===== src/rtl/seq_div_core.sv =====
// Multi-cycle radix-2 restoring unsigned divider: one quotient bit per clock.
// Optional divide-by-zero fast path and dbz flag under `SEQ_DIV_CORE_DBZ_EN.
module seq_div_core #(
  parameter int unsigned WIDTH = 8,
  parameter int unsigned CNT_W = 5
) (
  input  logic             clk,
  input  logic             reset,
  input  logic             i_valid,
  input  logic [WIDTH-1:0] dividend,
  input  logic [WIDTH-1:0] divisor,
  output logic             busy,
  output logic             DivResult,
  output logic [WIDTH-1:0] quotient,
  output logic [WIDTH-1:0] remainder
`ifdef SEQ_DIV_CORE_DBZ_EN
  ,
  output logic             dbz
`endif
);

  localparam int unsigned ST_W = 2;
  localparam logic [ST_W-1:0] ST_IDLE = 2'd0;
  localparam logic [ST_W-1:0] ST_BUSY = 2'd1;
  localparam logic [ST_W-1:0] ST_DONE = 2'd2;

  logic [ST_W-1:0]  state_q, state_d;
  logic [WIDTH-1:0] r_q, r_d;
  logic [WIDTH-1:0] q_q, q_d;
  logic [WIDTH-1:0] d_q, d_d;
  logic [CNT_W-1:0] cnt_q, cnt_d;
  logic [WIDTH-1:0] quot_q, quot_d;
  logic [WIDTH-1:0] rem_q, rem_d;
  logic             busy_q, busy_d;
  logic             done_q, done_d;
  logic             dbz_q, dbz_d;

  // Partial remainder never reaches the divisor, so WIDTH bits hold it; the
  // shifted value needs one extra bit and the trial subtraction's MSB is its sign.
  logic [WIDTH:0]   r_sh;
  logic [WIDTH:0]   trial;

  assign r_sh  = {r_q, q_q[WIDTH-1]};
  assign trial = r_sh - {1'b0, d_q};

  // Next-state and datapath update
  always_comb begin
    state_d = state_q;
    r_d     = r_q;
    q_d     = q_q;
    d_d     = d_q;
    cnt_d   = cnt_q;
    quot_d  = quot_q;
    rem_d   = rem_q;
    dbz_d   = 1'b0;

    case (state_q)
      ST_IDLE: begin
        if (i_valid) begin
          r_d     = '0;
          q_d     = dividend;
          d_d     = divisor;
          cnt_d   = '0;
          state_d = ST_BUSY;
`ifdef SEQ_DIV_CORE_DBZ_EN
          if (divisor == '0) begin
            quot_d  = '1;
            rem_d   = dividend;
            dbz_d   = 1'b1;
            state_d = ST_DONE;
          end
`endif
        end
      end
      ST_BUSY: begin
        q_d   = {q_q[WIDTH-2:0], ~trial[WIDTH]};
        r_d   = trial[WIDTH] ? r_sh[WIDTH-1:0] : trial[WIDTH-1:0];
        cnt_d = cnt_q + CNT_W'(1);
        if (cnt_q == CNT_W'(WIDTH - 1)) begin
          quot_d  = q_d;
          rem_d   = r_d;
          state_d = ST_DONE;
        end
      end
      ST_DONE: state_d = ST_IDLE;
      default: state_d = ST_IDLE;
    endcase

    busy_d = (state_d != ST_IDLE);
    done_d = (state_d == ST_DONE);
  end

  // State and output registers
  always_ff @(posedge clk) begin
    if (reset) begin
      state_q <= ST_IDLE;
      r_q     <= '0;
      q_q     <= '0;
      d_q     <= '0;
      cnt_q   <= '0;
      quot_q  <= '0;
      rem_q   <= '0;
      busy_q  <= 1'b0;
      done_q  <= 1'b0;
      dbz_q   <= 1'b0;
    end else begin
      state_q <= state_d;
      r_q     <= r_d;
      q_q     <= q_d;
      d_q     <= d_d;
      cnt_q   <= cnt_d;
      quot_q  <= quot_d;
      rem_q   <= rem_d;
      busy_q  <= busy_d;
      done_q  <= done_d;
      dbz_q   <= dbz_d;
    end
  end

  assign busy      = busy_q;
  assign DivResult = done_q;
  assign quotient  = quot_q;
  assign remainder = rem_q;
`ifdef SEQ_DIV_CORE_DBZ_EN
  assign dbz       = dbz_q;
`else
  logic unused_dbz;
  assign unused_dbz = dbz_q;
`endif

endmodule


===== config.mk =====
export PLATFORM = sky130hd
export DESIGN_NAME = seq_div_core
export DESIGN_NICKNAME = d
export VERILOG_FILES = /design/src/rtl/seq_div_core.sv
export SDC_FILE = /design/constraint.sdc
export NUM_CORES = 1
export LEC_CHECK = 0
export CAP_MARGIN = 15
export CORE_UTILIZATION = 57
export CTS_CLUSTER_DIAMETER = 100
export DETAILED_ROUTE_END_ITERATION = 12
export GPL_TIMING_DRIVEN = 1
export MAX_ROUTING_LAYER = met4
export PLACE_DENSITY = 0.9
export SLEW_MARGIN = 20
export SYNTH_ARGS = -nofsm -noshare
export SYNTH_HDL_FRONTEND = slang
export SYNTH_SLANG_ARGS = --single-unit

===== constraint.sdc =====
create_clock -name clk -period 4.9 [get_ports clk]
set_clock_uncertainty 0.1 [all_clocks]
set_input_delay 0.49 -clock clk [delete_from_list [all_inputs] [get_ports clk]]
set_output_delay 0.49 -clock clk [all_outputs]
set_load 0.05 [all_outputs]

==> metrics.md <==
| Metric | Value |
|---|---|
| Synthesis warning total | `0` |
| Number of global-route vias before repair | `approximately 1.9k` |
| Root buffer cell | `clkbuf_8` |
| Xor-xnor portion of the synthesized cell area | `between 1.5 and 2%` |
| Final WL | `between 5000 and 6000 um` |
| Worst EP arrival | `roughly 2.9 ns` |
| IO Pins | `37` |
| Startpoint Class | `flop` |
| CP Cell Sequence | `inv_1 -> ha_1 -> inv_1 -> fa_1 -> a211oi_2 -> o211a_1 -> o211a_1 -> mux2_4 -> a32o_1` |
| Fmax | `~0.36 GHz` |
| Post-route insts no fill | `~360` |
| Max VDD drop | `approximately 0.26 mV` |
| WL per Instance | `14.6 um` |
| Largest family of logic cells by synthesized area | `compound AO/OA/AOI/OAI gates` |
| Post-synth EDFFs | `0` |
| CP endpoint kind | `flop` |
| Design area | `2790 um2` |
| Syn-to-layout area delta | `22.0%` |
| Share of the yosys chip area belonging to registers | `between 40% and 50%` |
| Gpl congestion | `between 0.8 and 0.9` |
| Clock latency on the worst-skew pair | `0.31 ns` |
| Max cap viols | `0` |
| Worst-Margin Slew | `approximately 0.6 ns` |
| CTS clk-pin slew, worst paths | `around 0.09 ns` |
| Critical Path RT | `~5 ns` |
| FFs w/ async S/R, synth | `0%` |
| Hold_buf cts | `0` |
| LEAKAGE | `just over 0.001 uW` |
| Die H | `approximately 65 um` |
| Largest net degree at the start of global routing | `33` |
| Detailed Place HPWL | `around 3400 um` |
| Compound-cell area share of the yosys netlist | `around a quarter` |
| Syn Nets | `around 300` |
| Via Count | `between 2k and 2.5k` |
| Max-slew violation count | `0` |
| Clk buf depth | `2` |
| Netlist cell types | `45` |
| Syn Inst Count | `approximately 280` |
| Outcome | `complete, no violations` |
| Simple-gate share of the synthesized area | `between 10% and 20%` |
| Setup TNS | `0 ns` |
| Crit Path Class | `flop to flop` |
| DRC | `0` |
| Total track usage | `between 20% and 30%` |
| Setup bufs post-CTS | `0` |
| Diode count | `0` |
| Fill count | `289` |
| ANT nets after route | `0` |
| Die X | `around 65 um` |
| Hold Crit Class | `flop to flop` |
| I/O Buffers | `36` |
| TritonRoute pass-1 iters | `4` |
| Final period util | `56.5%` |
| Synth Area in Adders | `around 5.8%` |
| # rows | `22` |
| Buf/Inv on CP | `2` |
| Multi-input logic area | `~1200 um2` |
| Fin crit period | `roughly 2.8 ns` |
| Die area | `around 4300 um2` |
| Syn_area_per_cell | `around 8.3 um2` |
| Clock Sinks | `49` |
| P per Cell Area | `about 360 nW/um2` |
| Initial Utilization | `between 60 and 70%` |
| Core area | `between 3000 and 4000 um2` |
| Crit-path max cell delay | `~0.44 ns` |
| Worst slew margin | `roughly three fifths` |
| GR Overflow Total | `0` |
| Worst path slowest cell | `fa_1` |
| CTS tree | `yes` |
| Syn Std Cell Area | `~2300 um2` |
| FF+latch count, synth | `just under 50` |
| Post-CTS sizing | `0` |
| H-tree levels | `2` |
| Proportion of layout cells with a drive suffix above 1 | `slightly above 8%` |
| Ys flop type | `dfxtp_1` |
| Iter 0 DRT Violations | `150` |
| Unrepaired setup endpoints after global routing | `false` |
| Mux contribution to synthesized area | `~2.9%` |
| Hold Vio Cnt, Final | `0` |
| Nets | `between 300 and 400` |
| Crit path max-delay family | `compound AO/OA/AOI/OAI gates` |
| Setup Viol. Count Final | `0` |
| Drt via density | `5.83` |
| Worst-path maximum fanout | `8` |
| Placed insts | `between 300 and 400` |
| Placed inst area | `about 2700 um2` |
| First-pass GRT wire length | `8540 um` |
| CTS Buf Count | `5` |
| Initial antenna violation count | `0` |
| Register area | `981 um2` |
power breakdown:
part	total, uW	internal [uW]	switching, uW
Combinational	254	112	141
Clock	306	166	140
Sequential	437	418	18.7
worst reg2reg max path: stages, from the launching register on:
cell	delay, ns
dfxtp_1	0.33
inv_1	0.08
ha_1	0.16
inv_1	0.06
fa_1	0.44
a211oi_2	0.32
o211a_1	0.22
o211a_1	0.37
mux2_4	0.34
a32o_1	0.25
final cells by class:
cell class,instances,share of cell area (%)
tap,48,2.15
inverter,13,1.75
sequential,49,35.1
clock inverter,2,1.34
clock buffer,6,2.96
multi-input combinational,200,43.2
timing repair buffer,38,13.4
flip-flops by register name (all words and copies together) (netlist names):
name,count
state_q,2
DivResult,1
busy,1
quotient,8
d_q,8
remainder,8
r_q,8
q_q,8
cnt_q,5
Yosys cell counts, types with 3 or more instances:
| library cell | number | area [um2] |
|---|---|---|
| inv_1 | 13 | 48.8 |
| xnor2_1 | 3 | 26.3 |
| clkbuf_1 | 10 | 37.5 |
| nand2_1 | 46 | 173 |
| mux2i_1 | 4 | 40.0 |
| o21ai_0 | 16 | 80.1 |
| ha_1 | 9 | 113 |
| nor2_1 | 28 | 105 |
| a21oi_1 | 38 | 190 |
| o221a_2 | 7 | 78.8 |
| o211ai_1 | 3 | 22.5 |
| nor2b_1 | 7 | 43.8 |
| dfxtp_1 | 49 | 981 |
metrics by stage:
step | total power (uW) | utilization [%] | setup slack, ns | hold WS, ns
global placement | 681 | 71.4 | 2.30 | 0.342
detailed placement | 688 | 71.4 | 2.25 | 0.346
finish | 996 | 74.6 | 2.13 | 0.354
global route | 1040 | 74.6 | 2.05 | 0.382
floorplan | 644 | - | 2.47 | 0.336
CTS | 991 | 74.6 | 2.16 | 0.358
path summary, 6_finish.rpt:
kind | startpoint | endpoint | slack [ns] | cells after the start
hold reg to reg | quotient[6] | quotient[6] | 0.35 | 2
setup reg to reg | q_q[7] | r_q[2] | 2.13 | 9
setup / recovery | q_q[7] | r_q[2] | 2.13 | 9
hold / removal | quotient[6] | quotient[6] | 0.35 | 2
placed cells by master, fill, tap and decap left out, drive strengths merged, types with 2 or more instances in the layout:
cell type      synthesis  layout
a32o                   2       2
nor2                  28      28
mux2i                  4       4
clkdlybuf4s50          0      36
clkbuf                10       6
mux2                   2       2
xnor2                  3       3
or3                    2       2
o211ai                 3       3
o221a                  7       7
nor2b                  7       7
buf                    3       2
ha                     9       9
nor3b                  2       2
a211oi                 4       4
nand3                  2       2
dfxtp                 49      49
o21ai                 16      16
or2                    2       2
o31a                   2       2
and2                   3       3
inv                   13      13
a22oi                  2       2
o211a                  2       2
nand2                 46      46
a21oi                 38      38
kinds of logic (layout without fill, tap and decap cells):
| family | after synthesis | after routing |
|---|---|---|
| simple gates | 97 | 97 |
| compound gates | 83 | 83 |
| flops | 49 | 49 |
| buf+inv | 26 | 59 |
| fa+ha+maj | 10 | 10 |
| mux | 6 | 6 |
| xor+xnor | 4 | 4 |
per-layer routing:
layer	vias to the layer above	wire [um]	global-route usage (%)
met2	72	2580	43.6
li1	1023	-	-
met4	0	115	12.0
met3	15	308	5.56
met5	-	0	-
met1	964	2210	31.9
Power figures use the tool's default switching activity.
